### src/rtl/load_store_unit.sv
// RV32I load/store unit: byte/half/word loads with sign/zero extension and
// byte/half stores via read-modify-write on a word-only memory port.
// Ports:
//   clk, rst             clock, asynchronous active-high reset
//   req_*                CPU request (valid/ready), funct3 width code, address, data
//   resp_*               one-cycle response pulse with load data and fault flags
//   mem_read, mem_write  memory strobes (never together)
//   address, write_data  word-aligned address and full-word store data
//   read_data            memory word, valid in the same cycle as mem_read
module load_store_unit (
    input  logic        clk,
    input  logic        rst,
    input  logic        req_valid,
    output logic        req_ready,
    input  logic        req_write,
    input  logic [2:0]  req_funct3,
    input  logic [31:0] req_addr,
    input  logic [31:0] req_wdata,
    output logic        resp_valid,
    output logic [31:0] resp_rdata,
    output logic        resp_misaligned,
    output logic        resp_illegal,
    output logic        mem_read,
    output logic        mem_write,
    output logic [31:0] address,
    output logic [31:0] write_data,
    input  logic [31:0] read_data
);

    typedef enum logic [2:0] {
        IDLE, LOAD, STORE, RMW_RD, RMW_WR, RESP
    } state_t;

    state_t      state_q, state_d;
    logic [1:0]  off_q, off_d;
    logic [2:0]  f3_q, f3_d;
    logic [15:0] wdata_q, wdata_d;

    logic        req_ready_q, req_ready_d;
    logic        resp_valid_q, resp_valid_d;
    logic [31:0] resp_rdata_q, resp_rdata_d;
    logic        resp_mis_q, resp_mis_d;
    logic        resp_ill_q, resp_ill_d;
    logic        mem_read_q, mem_read_d;
    logic        mem_write_q, mem_write_d;
    logic [31:0] address_q, address_d;
    logic [31:0] write_data_q, write_data_d;

    logic        illegal;
    logic        misaligned;

    function automatic logic [31:0] extract(
        input logic [31:0] word,
        input logic [1:0]  off,
        input logic [2:0]  f3
    );
        logic [7:0]  b;
        logic [15:0] h;
        unique case (off)
            2'd0: b = word[7:0];
            2'd1: b = word[15:8];
            2'd2: b = word[23:16];
            default: b = word[31:24];
        endcase
        h = off[1] ? word[31:16] : word[15:0];
        unique case (f3)
            3'b000: extract = {{24{b[7]}}, b};
            3'b100: extract = {24'd0, b};
            3'b001: extract = {{16{h[15]}}, h};
            3'b101: extract = {16'd0, h};
            default: extract = word;
        endcase
    endfunction

    // Replace only the addressed lane of the old word with the new store data.
    function automatic logic [31:0] merge(
        input logic [31:0] old,
        input logic [15:0] wd,
        input logic [1:0]  off,
        input logic        half
    );
        logic [31:0] m;
        m = old;
        if (half) begin
            if (off[1]) m[31:16] = wd;
            else        m[15:0]  = wd;
        end else begin
            unique case (off)
                2'd0: m[7:0]   = wd[7:0];
                2'd1: m[15:8]  = wd[7:0];
                2'd2: m[23:16] = wd[7:0];
                default: m[31:24] = wd[7:0];
            endcase
        end
        merge = m;
    endfunction

    // Illegal takes priority, so misaligned only needs the legal width codes.
    always_comb begin
        if (req_write)
            illegal = !(req_funct3 == 3'b000 || req_funct3 == 3'b001 ||
                        req_funct3 == 3'b010);
        else
            illegal = (req_funct3 == 3'b011) || (req_funct3[2:1] == 2'b11);
        unique case (req_funct3[1:0])
            2'b01:   misaligned = req_addr[0];
            2'b10:   misaligned = (req_addr[1:0] != 2'b00);
            default: misaligned = 1'b0;
        endcase
    end

    always_comb begin
        state_d      = state_q;
        off_d        = off_q;
        f3_d         = f3_q;
        wdata_d      = wdata_q;
        req_ready_d  = 1'b0;
        resp_valid_d = 1'b0;
        resp_rdata_d = 32'd0;
        resp_mis_d   = 1'b0;
        resp_ill_d   = 1'b0;
        mem_read_d   = 1'b0;
        mem_write_d  = 1'b0;
        address_d    = 32'd0;
        write_data_d = 32'd0;
        unique case (state_q)
            IDLE: begin
                req_ready_d = 1'b1;
                if (req_valid) begin
                    off_d       = req_addr[1:0];
                    f3_d        = req_funct3;
                    wdata_d     = req_wdata[15:0];
                    req_ready_d = 1'b0;
                    if (illegal || misaligned) begin
                        state_d      = RESP;
                        resp_valid_d = 1'b1;
                        resp_ill_d   = illegal;
                        resp_mis_d   = !illegal;
                    end else begin
                        address_d = {req_addr[31:2], 2'b00};
                        if (!req_write) begin
                            state_d    = LOAD;
                            mem_read_d = 1'b1;
                        end else if (req_funct3 == 3'b010) begin
                            state_d      = STORE;
                            mem_write_d  = 1'b1;
                            write_data_d = req_wdata;
                        end else begin
                            state_d    = RMW_RD;
                            mem_read_d = 1'b1;
                        end
                    end
                end
            end
            LOAD: begin
                state_d      = RESP;
                resp_valid_d = 1'b1;
                resp_rdata_d = extract(read_data, off_q, f3_q);
            end
            STORE: begin
                state_d      = RESP;
                resp_valid_d = 1'b1;
            end
            RMW_RD: begin
                state_d      = RMW_WR;
                mem_write_d  = 1'b1;
                address_d    = address_q;
                write_data_d = merge(read_data, wdata_q, off_q, f3_q[0]);
            end
            RMW_WR: begin
                state_d      = RESP;
                resp_valid_d = 1'b1;
            end
            RESP: begin
                state_d     = IDLE;
                req_ready_d = 1'b1;
            end
            default: begin
                state_d     = IDLE;
                req_ready_d = 1'b1;
            end
        endcase
    end

    always_ff @(posedge clk or posedge rst) begin
        if (rst) begin
            state_q      <= IDLE;
            off_q        <= 2'd0;
            f3_q         <= 3'd0;
            wdata_q      <= 16'd0;
            req_ready_q  <= 1'b1;
            resp_valid_q <= 1'b0;
            resp_rdata_q <= 32'd0;
            resp_mis_q   <= 1'b0;
            resp_ill_q   <= 1'b0;
            mem_read_q   <= 1'b0;
            mem_write_q  <= 1'b0;
            address_q    <= 32'd0;
            write_data_q <= 32'd0;
        end else begin
            state_q      <= state_d;
            off_q        <= off_d;
            f3_q         <= f3_d;
            wdata_q      <= wdata_d;
            req_ready_q  <= req_ready_d;
            resp_valid_q <= resp_valid_d;
            resp_rdata_q <= resp_rdata_d;
            resp_mis_q   <= resp_mis_d;
            resp_ill_q   <= resp_ill_d;
            mem_read_q   <= mem_read_d;
            mem_write_q  <= mem_write_d;
            address_q    <= address_d;
            write_data_q <= write_data_d;
        end
    end

    assign req_ready       = req_ready_q;
    assign resp_valid      = resp_valid_q;
    assign resp_rdata      = resp_rdata_q;
    assign resp_misaligned = resp_mis_q;
    assign resp_illegal    = resp_ill_q;
    assign mem_read        = mem_read_q;
    assign mem_write       = mem_write_q;
    assign address         = address_q;
    assign write_data      = write_data_q;

endmodule

### config.mk
export PLATFORM = sky130hd
export DESIGN_NAME = load_store_unit
export DESIGN_NICKNAME = d
export VERILOG_FILES = /design/src/rtl/load_store_unit.sv
export SDC_FILE = /design/constraint.sdc
export NUM_CORES = 1
export LEC_CHECK = 0
export BUFFER_PORTS_ARGS = -buffer_cell sky130_fd_sc_hd__buf_2
export CAP_MARGIN = 10
export CORE_MARGIN = 5
export CORE_UTILIZATION = 50
export DETAILED_ROUTE_END_ITERATION = 10
export PLACE_DENSITY_LB_ADDON = 0.08
export SLEW_MARGIN = 20
export SYNTH_ARGS = -nofsm -noshare
export SYNTH_HDL_FRONTEND = slang
export SYNTH_SLANG_ARGS = --single-unit
export TNS_END_PERCENT = 20
### constraint.sdc
create_clock -name clk -period 4.9 [get_ports clk]
set_input_delay 0.735 -clock clk [delete_from_list [all_inputs] [get_ports clk]]
set_output_delay 0.735 -clock clk [all_outputs]
set_load 0.03 [all_outputs]
==> flow_summary.json, run 1 <==
{
  "outcome": "completed",
  "synthTopCellsByArea": "sky130_fd_sc_hd__dfrtp_1 (54%), sky130_fd_sc_hd__nand2_1 (7.8%), sky130_fd_sc_hd__a22o_1 (4.7%)",
  "avgViaCountPerCell": 5.521,
  "rrSetupSlack_ns": 2.46,
  "setup.worst_path.class": "register to register",
  "worstPathRequired_ns": 5.15,
  "seq_area_frac_synth_pct": 54.96,
  "grt_antenna_before_repair": 1,
  "post_cts.repair.setup_buffers": 0,
  "synth_seq_cells": 124,
  "placement_rows": 38,
  "drv_slew": 0,
  "globalRouteOverflowTotal": 0,
  "cp-start-kind": "register",
  "proportion_of_power_drawn_by_flip_flops_and_latches_pct": 33.9,
  "firstDrtPassIters": 5,
  "maxcap_violations": 0,
  "cts.path.max_buffers": 2,
  "tritoncts_clock_tree": "done",
  "routed_vias": 5008,
  "finalCritPeriodShare_pct": 49.78,
  "clock_latency_ns": 0.42,
  "synth_mux_area_share_pct": 3.810,
  "ys_types": 50,
  "routed_wl_um": 16280,
  "peak_supply_drop_uv": 349.7,
  "total_clock_buffers_created_by_cts": 17,
  "max_freq_mhz": 410.0,
  "worst-slew-pin-transition_ns": 1.124,
  "placement.setup.worst_slack_ns": 2.091,
  "post-dp-hpwl_um": 11840,
  "synth_area_um2": 5648,
  "grt_pass1_vias": 5010,
  "combPwrFrac_pct": 32.9,
  "simple_gate_share_of_the_synthesized_area_pct": 17.55,
  "rsz0062_at_grt": "false",
  "post_route_cells_drive_above_1_share_pct": 34.29,
  "ctsRootBufferMaster": "sky130_fd_sc_hd__clkbuf_16",
  "initial_detailed_routing_violation_count": 460,
  "syn-instance-count": 568,
  "r2r_cells": 5,
  "drc": 0,
  "power_frac_clock_pct": 33.2,
  "grt_start_max_net_pins": 49,
  "final-hold-violation-count": 0,
  "cts_resized": 0,
  "fin_util_pct": 67.25,
  "io_pins": 205,
  "internal_power_w": 0.002615,
  "htreeDepth": 4,
  "complex_gate_fraction_of_the_synthesized_area_pct": 17.63,
  "timing.rr.end": "write_data[2]",
  "post-synth-top-area-cell": "sky130_fd_sc_hd__dfrtp_1",
  "crit_path_max_fanout": 36,
  "synthArstFlopShare_pct": 100.0,
  "clock-skew-final_ns": 0.006306,
  "worstReg2RegStart": "off_q[0]",
  "end_kind": "register",
  "leakage_nw": 3.955,
  "setup_viol_count_final": 0,
  "floorplan.initialDensity_pct": 51.65,
  "power-per-cell-area_nw_per_um2": 571.2,
  "grt_first_pass_wirelength_um": 25850,
  "setup_tns_ns": 0,
  "library_cell_with_the_highest_instance_count_after_synthesis": "sky130_fd_sc_hd__dfrtp_1",
  "yosys.area_share.xor_xnor_pct": 0.1551,
  "drt.antenna.violating_nets": 0,
  "clock_period_minus_worst_slack_ns": 2.439,
  "finalNetCount": 861,
  "synth_enable_flop_cells": 0,
  "final_routed_wire_length_divided_by_cell_count_um": 17.95,
  "synth_common_cells": "sky130_fd_sc_hd__dfrtp_1 (123), sky130_fd_sc_hd__nand2_1 (117), sky130_fd_sc_hd__o21ai_0 (35)",
  "net-switching-power_w": 0.001586,
  "hold_path_class": "input pin to asynchronous set/reset pin",
  "max_slew_margin_vs_limit_pct": 25.07,
  "post-route-cell-area_um2": 7355,
  "critPathArrivalTime_ns": 2.69,
  "yosysTopAreaCellShare_pct": 54.50,
  "port_buffers": 202,
  "groute.usage.overall_pct": 25.05,
  "chipHeight_um": 116.3,
  "swShare_pct": 37.75,
  "layoutNonFillerInstCount": 907,
  "areaGrowthSynthToFinish_pct": 30.22,
  "routability_congestion": 0.8813,
  "avgSynthCellArea_um2": 9.944,
  "num_antenna_cells": 0,
  "post_synth_fa_ha_maj_area_fraction_pct": 0.8861,
  "timing.final.ws_setup_ns": 2.461,
  "ys.warnings.count": 0,
  "fp.coreArea_um2": 10940,
  "dieWidth_um": 116.3,
  "yosys_most_used_dff": "sky130_fd_sc_hd__dfrtp_1",
  "cts_hold_buf": 0,
  "design.die.area_um2": 13520,
  "cts.sinks": 124,
  "post_dp_cell_area_um2": 6675,
  "synth_top_family_by_area": "compound AO/OA/AOI/OAI gates",
  "numPlacedInstances": 874,
  "path_clk_slew_ns": 0.06
}
==> layer usage <==
layer  vias up  global-route usage (%)  wire [um]  share of wire [%]
li1       2360                       -          -                  -
met3        29                   8.135       1672                 10
met5         -                       0          8              0.049
met4         2                   8.275        299                1.8
met2       243                   40.05       7735                 48
met1      2374                   32.47       6565                 40
==> registers in the layout, indices dropped and copies added, names as in the netlist <==
signal,flops
address,30
f3_q,3
mem_read,1
mem_write,1
off_q,2
req_ready,1
resp_illegal,1
resp_misaligned,1
resp_rdata,32
resp_valid,1
state_q,3
wdata_q,16
write_data,32
==> cell type report <==
cell class	instances	area (um^2)
fill	897	3581
sequential	124	3105
multi-input combinational	387	2277
timing repair buffer	210	1075
clock buffer	19	452.9
clock inverter	13	214.0
tap	140	175.2
inverter	14	55.05
==> kinds of logic after synthesis <==
family,Yosys count
XOR/XNOR,1
multiplexers,20
AND/OR/NAND/NOR,214
adder cells (fa/ha/maj),4
flip-flops,124
AO/OA/AOI/OAI,146
buffers and inverters,58
other,1
==> worst max path at each step <==
stage,from,end,slack (ns),depth (start not counted)
3_3_place_gp,req_funct3[0],address[11],2.20,6
2_1_floorplan,rst,address[10],0.87,1
4_1_cts,off_q[0],write_data[7],2.24,5
5_1_grt,off_q[0],write_data[2],2.28,5
3_5_place_dp,req_funct3[0],address[18],2.09,7
6_report,off_q[0],write_data[2],2.46,5
==> stage by stage <==
stage | power [W] | hold WS (ns)
floorplan | 0.002418 | 0.4677
global placement | 0.002780 | 0.4837
detailed placement | 0.002807 | 0.4868
CTS | 0.004212 | 0.3299
global route | 0.004428 | 0.3682
finish | 0.004201 | 0.3252
==> critical path, cell delays in order (launching register included) <==
cell	delay, ns
sky130_fd_sc_hd__dfrtp_2	0.63
sky130_fd_sc_hd__nor2b_1	0.24
sky130_fd_sc_hd__buf_4	0.20
sky130_fd_sc_hd__nor2_1	0.80
sky130_fd_sc_hd__mux2i_1	0.28
sky130_fd_sc_hd__o21ai_0	0.13
==> power by group through the flow <==
stage | logic, W | registers (W) | clock network, W
3_5_place_dp | 0.00137 | 0.00143 | 0
3_3_place_gp | 0.00135 | 0.00143 | 0
4_1_cts | 0.00138 | 0.00142 | 0.00142
2_1_floorplan | 0.000844 | 0.00157 | 0
5_1_grt | 0.00151 | 0.00145 | 0.00146
6_report | 0.00138 | 0.00142 | 0.00139
==> cells in the final DEF, fill, tap and decap left out, types with 7 or more instances in the layout <==
cell	netlist	routed
sky130_fd_sc_hd__dfrtp_1	123	122
sky130_fd_sc_hd__nor3_1	24	24
sky130_fd_sc_hd__buf_2	13	202
sky130_fd_sc_hd__nor2_1	33	33
sky130_fd_sc_hd__clkbuf_16	0	17
sky130_fd_sc_hd__inv_1	14	13
sky130_fd_sc_hd__nor2b_1	17	17
sky130_fd_sc_hd__o221ai_1	16	16
sky130_fd_sc_hd__nand2_1	117	117
sky130_fd_sc_hd__o21ai_0	35	35
sky130_fd_sc_hd__a22o_1	30	30
sky130_fd_sc_hd__buf_4	8	7
sky130_fd_sc_hd__o21ai_1	11	11
sky130_fd_sc_hd__a21oi_1	18	18
sky130_fd_sc_hd__a31oi_1	15	15
sky130_fd_sc_hd__mux2i_1	17	17
Power figures use the tool's default switching activity.
==> run 2, diff against run 1 <==
- clock period: 4.9 -> 2.3 ns (I/O delays scaled with it)
==> flow_summary.json, run 2 (synthesized netlist as in run 1, its figures left out) <==
{
  "outcome": "completed",
  "ctsRootBufferMaster": "sky130_fd_sc_hd__clkbuf_16",
  "grt_antenna_before_repair": 1,
  "grt_pass1_vias": 5132,
  "multi_input_comb_area_um2": 2277,
  "final_common_cell": "sky130_fd_sc_hd__buf_2",
  "cp-start-kind": "register",
  "holdWs_ns": 0.03388,
  "post-dp-hpwl_um": 12360,
  "leakage_nw": 3.957,
  "timing.rr.end": "resp_rdata[27]",
  "avgViaCountPerCell": 5.507,
  "final-hold-violation-count": 0,
  "areaGrowthSynthToFinish_pct": 30.04,
  "tritoncts_clock_tree": "done",
  "rsz0062_at_grt": "false",
  "layout.cells.most_common_list": "sky130_fd_sc_hd__buf_2 (202), sky130_fd_sc_hd__dfrtp_1 (123), sky130_fd_sc_hd__nand2_1 (117)",
  "worst_path_dominant_cell_family": "simple AND/OR/NAND/NOR gates",
  "max_slew_margin_vs_limit_pct": 54.73,
  "cts.sinks": 124,
  "worstPathBufferInverterCount": 0,
  "end_kind": "register",
  "groute.usage.overall_pct": 25.34,
  "maxcap_violations": 0,
  "clock_period_minus_worst_slack_ns": 1.865,
  "internal_power_w": 0.005240,
  "routed_wl_um": 16520,
  "floorplan.initialDensity_pct": 51.65,
  "num_antenna_cells": 0,
  "clock_latency_ns": 0.41,
  "combPwrFrac_pct": 35.9,
  "rrSetupSlack_ns": 0.44,
  "setup_tns_ns": 0,
  "chipHeight_um": 116.3,
  "cts_hold_buf": 0,
  "grt_first_pass_wirelength_um": 26190,
  "setup.worst_path.class": "register to register",
  "critical_path.max_stage_delay_ns": 0.67,
  "post_cts.repair.setup_buffers": 0,
  "fin_util_pct": 67.16,
  "routed_vias": 5039,
  "crit_chain": "or3b_2, nor2_4, nand2_1, nand2_1",
  "io_pins": 205,
  "globalRouteOverflowTotal": 0,
  "path_clk_slew_ns": 0.06,
  "critPathArrivalTime_ns": 2.21,
  "finalCritPeriodShare_pct": 81.07,
  "initial_detailed_routing_violation_count": 521,
  "design.die.area_um2": 13520,
  "r2r_cells": 4,
  "power-per-cell-area_nw_per_um2": 1174,
  "ff_latch_area_um2": 3104,
  "fp.coreArea_um2": 10940,
  "htreeDepth": 4,
  "cts.path.max_buffers": 2,
  "cp_common_cell": "sky130_fd_sc_hd__nand2_1",
  "firstDrtPassIters": 5,
  "placement_rows": 38,
  "proportion_of_power_drawn_by_flip_flops_and_latches_pct": 34.4,
  "drv_slew": 0,
  "total_clock_buffers_created_by_cts": 17,
  "routability_congestion": 0.9222,
  "final_routed_wire_length_divided_by_cell_count_um": 18.05,
  "crit_cells": 4,
  "drc": 0,
  "port_buffers": 202,
  "post_route_cells_drive_above_1_share_pct": 34.71,
  "crit_path_max_fanout": 16,
  "peak_supply_drop_uv": 613.2,
  "clock-skew-final_ns": 0.006879,
  "worst_path_max_delay_cell": "sky130_fd_sc_hd__or3b_2",
  "worstPathRequired_ns": 2.65,
  "power_frac_clock_pct": 29.8,
  "worstSetupStartpoint": "state_q[0]",
  "grt_start_max_net_pins": 67,
  "drt.antenna.violating_nets": 0,
  "max_freq_mhz": 536.3,
  "numPlacedInstances": 883,
  "finalNetCount": 869,
  "cts_resized": 0,
  "swShare_pct": 39.25,
  "worst-slew-pin-transition_ns": 0.6790,
  "worstReg2RegStart": "state_q[0]",
  "net-switching-power_w": 0.003385,
  "setup_viol_count_final": 0,
  "layoutNonFillerInstCount": 915,
  "dieWidth_um": 116.3,
  "hold_path_class": "input pin to asynchronous set/reset pin",
  "fill_cells": 898
}
run 2: cell count changes in the layout (fill, tap and decap cells not counted), moves of 2 or more:
| cell | delta |
|---|---|
| sky130_fd_sc_hd__clkinvlp_4 | +2 |
| sky130_fd_sc_hd__clkinv_2 | +3 |
| sky130_fd_sc_hd__clkbuf_8 | -2 |
| sky130_fd_sc_hd__buf_12 | +2 |
| sky130_fd_sc_hd__bufinv_16 | -3 |
| sky130_fd_sc_hd__buf_4 | +7 |
run 2: power groups by stage:
stage          logic (W)  registers, W  clock network, W
6_report         0.00309       0.00296           0.00257
5_1_grt          0.00338       0.00301           0.00270
4_1_cts          0.00310       0.00295           0.00261
3_5_place_dp     0.00308       0.00299                 0
3_3_place_gp     0.00303       0.00297                 0
2_1_floorplan    0.00180       0.00336                 0
run 2: how the worst max path moves through the flow:
stage          slack [ns]             end
2_1_floorplan        0.43     address[10]
3_3_place_gp         0.46     address[19]
3_5_place_dp         0.32     address[28]
4_1_cts              0.45  resp_rdata[26]
5_1_grt              0.32   resp_rdata[7]
6_report             0.44  resp_rdata[27]
run 2: worst min-delay path: cells and delay by family:
kind     cells  cell delay (ns)
buf+inv      3             0.49
run 2: final cells by class:
type / instances / share of cell area, %
multi-input combinational: 387 / 31.01
timing repair buffer: 218 / 15.74
tap: 140 / 2.385
sequential: 124 / 42.27
inverter: 14 / 0.7666
clock buffer: 18 / 5.843
clock inverter: 14 / 1.993
run 2: layer usage:
layer / GRT usage [%] / vias up / routed length [um]
met5: 0 / - / 13
met4: 10.44 / 2 / 361
met3: 7.098 / 29 / 1554
met2: 40.58 / 254 / 7874
met1: 32.61 / 2387 / 6714
li1: - / 2367 / -
run 2: through the flow:
step	power [W]	area (um^2)	worst slack [ns]
6_report	0.008625	7345	0.4354
5_1_grt	0.009093	7345	0.3217
4_1_cts	0.008665	7345	0.4507
3_5_place_dp	0.006071	6769	0.3184
3_3_place_gp	0.006003	6769	0.4643
2_1_floorplan	0.005153	5655	0.4305
==> run 3, diff against run 2 <==
- ABC_AREA: default -> 1
- CORE_UTILIZATION: 50 -> 51
- clock period: 2.3 -> 1.8 ns (I/O delays scaled with it)
==> flow_summary.json, run 3 <==
{
  "outcome": "completed",
  "end_kind": "register",
  "fin_util_pct": 67.88,
  "holdPathEnd": "address[2]",
  "layout.cells.most_common_list": "sky130_fd_sc_hd__nand2_1 (246), sky130_fd_sc_hd__buf_2 (202), sky130_fd_sc_hd__dfrtp_1 (122)",
  "ctsRootBufferMaster": "sky130_fd_sc_hd__clkbuf_16",
  "post-route-cell-area_um2": 7818,
  "fill_cells": 959,
  "max_freq_mhz": 618.3,
  "synth_common_cells": "sky130_fd_sc_hd__nand2_1 (246), sky130_fd_sc_hd__dfrtp_1 (123), sky130_fd_sc_hd__o21ai_0 (87)",
  "worstPathRequired_ns": 2.13,
  "num_antenna_cells": 0,
  "syn-instance-count": 764,
  "groute.usage.overall_pct": 27.88,
  "grt_first_pass_wirelength_um": 30850,
  "cts.path.max_buffers": 2,
  "grtUsageMet1_pct": 37.93,
  "worstReg2RegStart": "off_q[1]",
  "timing.rr.end": "resp_rdata[18]",
  "placement_rows": 39,
  "min_from": "req_addr[2]",
  "grt_start_max_net_pins": 66,
  "cts.sinks": 124,
  "synth_seq_cells": 124,
  "crit_path_max_fanout": 17,
  "yosys_most_used_dff": "sky130_fd_sc_hd__dfrtp_1",
  "peak_supply_drop_uv": 985.4,
  "post_cts.repair.setup_buffers": 0,
  "final_common_cell": "sky130_fd_sc_hd__nand2_1",
  "routed_vias": 6153,
  "clock-skew-final_ns": 0.006580,
  "firstDrtPassIters": 6,
  "synthTopCellsByArea": "sky130_fd_sc_hd__dfrtp_1 (51%), sky130_fd_sc_hd__nand2_1 (15%), sky130_fd_sc_hd__o21ai_0 (7.2%)",
  "groute.layer.met3.usage_pct": 7.020,
  "power-per-cell-area_nw_per_um2": 1530,
  "drt.antenna.violating_nets": 0,
  "final-hold-violation-count": 0,
  "globalRouteOverflowTotal": 0,
  "port_buffers": 202,
  "setup.worst_path.class": "register to register",
  "clock_period_minus_worst_slack_ns": 1.617,
  "numPlacedInstances": 1089,
  "critPathArrivalTime_ns": 1.95,
  "seq_area_frac_synth_pct": 51.49,
  "rsz0062_at_grt": "false",
  "synth_enable_flop_cells": 0,
  "drv_slew": 0,
  "report.power.total_w": 0.01196,
  "drc": 0,
  "setup_viol_count_final": 0,
  "clock_latency_ns": 0.41,
  "ys_types": 29,
  "cp-start-kind": "register",
  "yosysTopAreaCellShare_pct": 51.06,
  "post_route_cells_drive_above_1_share_pct": 28.07,
  "setup_tns_ns": 0,
  "fp.coreArea_um2": 11520,
  "io_pins": 205,
  "finalNetCount": 1073,
  "final_routed_wire_length_divided_by_cell_count_um": 17.56,
  "grt_antenna_before_repair": 0,
  "dieWidth_um": 118.7,
  "areaGrowthSynthToFinish_pct": 29.68,
  "post_dp_cell_area_um2": 7248,
  "design.die.area_um2": 14090,
  "library_cell_with_the_highest_instance_count_after_synthesis": "sky130_fd_sc_hd__nand2_1",
  "worstSetupStartpoint": "off_q[1]",
  "avgViaCountPerCell": 5.499,
  "globalRoute.busiestLayer": "met2",
  "path_clk_slew_ns": 0.05,
  "routed_wl_um": 19650,
  "multi_input_comb_area_um2": 2529,
  "floorplan.initialDensity_pct": 52.35,
  "leakage_nw": 4.409,
  "maxcap_violations": 0,
  "ff_latch_area_um2": 3105,
  "grt.met2_usage_pct": 43.77,
  "post-dp-hpwl_um": 14410,
  "initial_detailed_routing_violation_count": 782,
  "total_clock_buffers_created_by_cts": 17,
  "finalCritPeriodShare_pct": 89.86,
  "hold_path_class": "input pin to register",
  "synthArstFlopShare_pct": 100.0,
  "layoutNonFillerInstCount": 1119,
  "avgSynthCellArea_um2": 7.890,
  "post-synth-top-area-cell": "sky130_fd_sc_hd__dfrtp_1",
  "rrSetupSlack_ns": 0.18,
  "grt_pass1_vias": 5791,
  "r2r_cells": 7,
  "htreeDepth": 4,
  "synth_area_um2": 6028,
  "routability_congestion": 0.9608,
  "ys.warnings.count": 0,
  "number_of_cells_traversed_by_the_worst_hold_path": 3,
  "tritoncts_clock_tree": "done",
  "chipHeight_um": 118.7
}
==> run 3: cell types whose count changed after synthesis, sizes merged, moves of 17 or more <==
cell / change
a21oi: +25
a22o: -30
inv: +32
mux2i: -17
nand2: +130
nand3: +81
nor2b: -18
nor3: -21
o21ai: +43
==> run 3: routing by layer <==
layer / routed length, um / vias to the layer above
li1: - / 2907
met1: 8285 / 2892
met2: 9163 / 315
met3: 1771 / 39
met4: 431 / 0
met5: 0 / -
==> run 3: timing repair <==
item / in CTS / in global routing
gates resized for setup: 0 / 2
hold endpoints to repair: 15 / 0
hold buffers: 1 / 0
setup endpoints to repair: 0 / 14
==> run 3: worst max path at each step <==
stage,end,slack (ns),cells after the start
floorplan,address[10],0.006,1
global placement,write_data[25],0.13,11
detailed placement,write_data[31],0.02,11
CTS,resp_rdata[18],0.13,8
global route,write_data[0],0.05,6
finish,resp_rdata[18],0.18,7
==> run 3: logic make-up (layout without fill, tap and decap cells) <==
logic type	after synthesis	after routing	share of synthesized area (%)
adders and majority gates	4	4	0.8303
DFF	124	124	51.49
other	1	2	0.06221
AOI/OAI and AO/OA	158	158	14.26
and+or+nand+nor	383	383	26.69
buffers and inverters	94	305	6.662
==> run 3: worst max-delay path, cell delays in order, from the launching register on <==
cell	delay (ns)
sky130_fd_sc_hd__dfrtp_2	0.45
sky130_fd_sc_hd__buf_4	0.24
sky130_fd_sc_hd__nand2_1	0.12
sky130_fd_sc_hd__nand3_2	0.12
sky130_fd_sc_hd__nand3_4	0.12
sky130_fd_sc_hd__nand2_1	0.11
sky130_fd_sc_hd__nand2_2	0.19
sky130_fd_sc_hd__nor2_1	0.18
==> run 3: power by group <==
| part | internal, W | switching (W) |
|---|---|---|
| clock network | 0.00207 | 0.00116 |
| registers | 0.00340 | 0.000414 |
| logic | 0.00149 | 0.00343 |
| total | 0.00696 | 0.00500 |
==> run 3: final cells by class <==
| type | instances | area share, % |
|---|---|---|
| flip-flops and latches | 124 | 39.72 |
| clock inverters | 8 | 1.216 |
| repair buffers | 229 | 16.20 |
| well taps | 143 | 2.289 |
| multi-input cells | 547 | 32.35 |
| clock buffers | 21 | 5.890 |
| inverters | 47 | 2.337 |
==> run 3: per-stage QoR <==
stage	hold slack [ns]	setup slack [ns]
2_1_floorplan	0.3796	0.005518
3_3_place_gp	0.2742	0.1282
3_5_place_dp	0.2923	0.02392
4_1_cts	0.03803	0.1258
5_1_grt	0.04485	0.04780
6_report	0.04763	0.1826
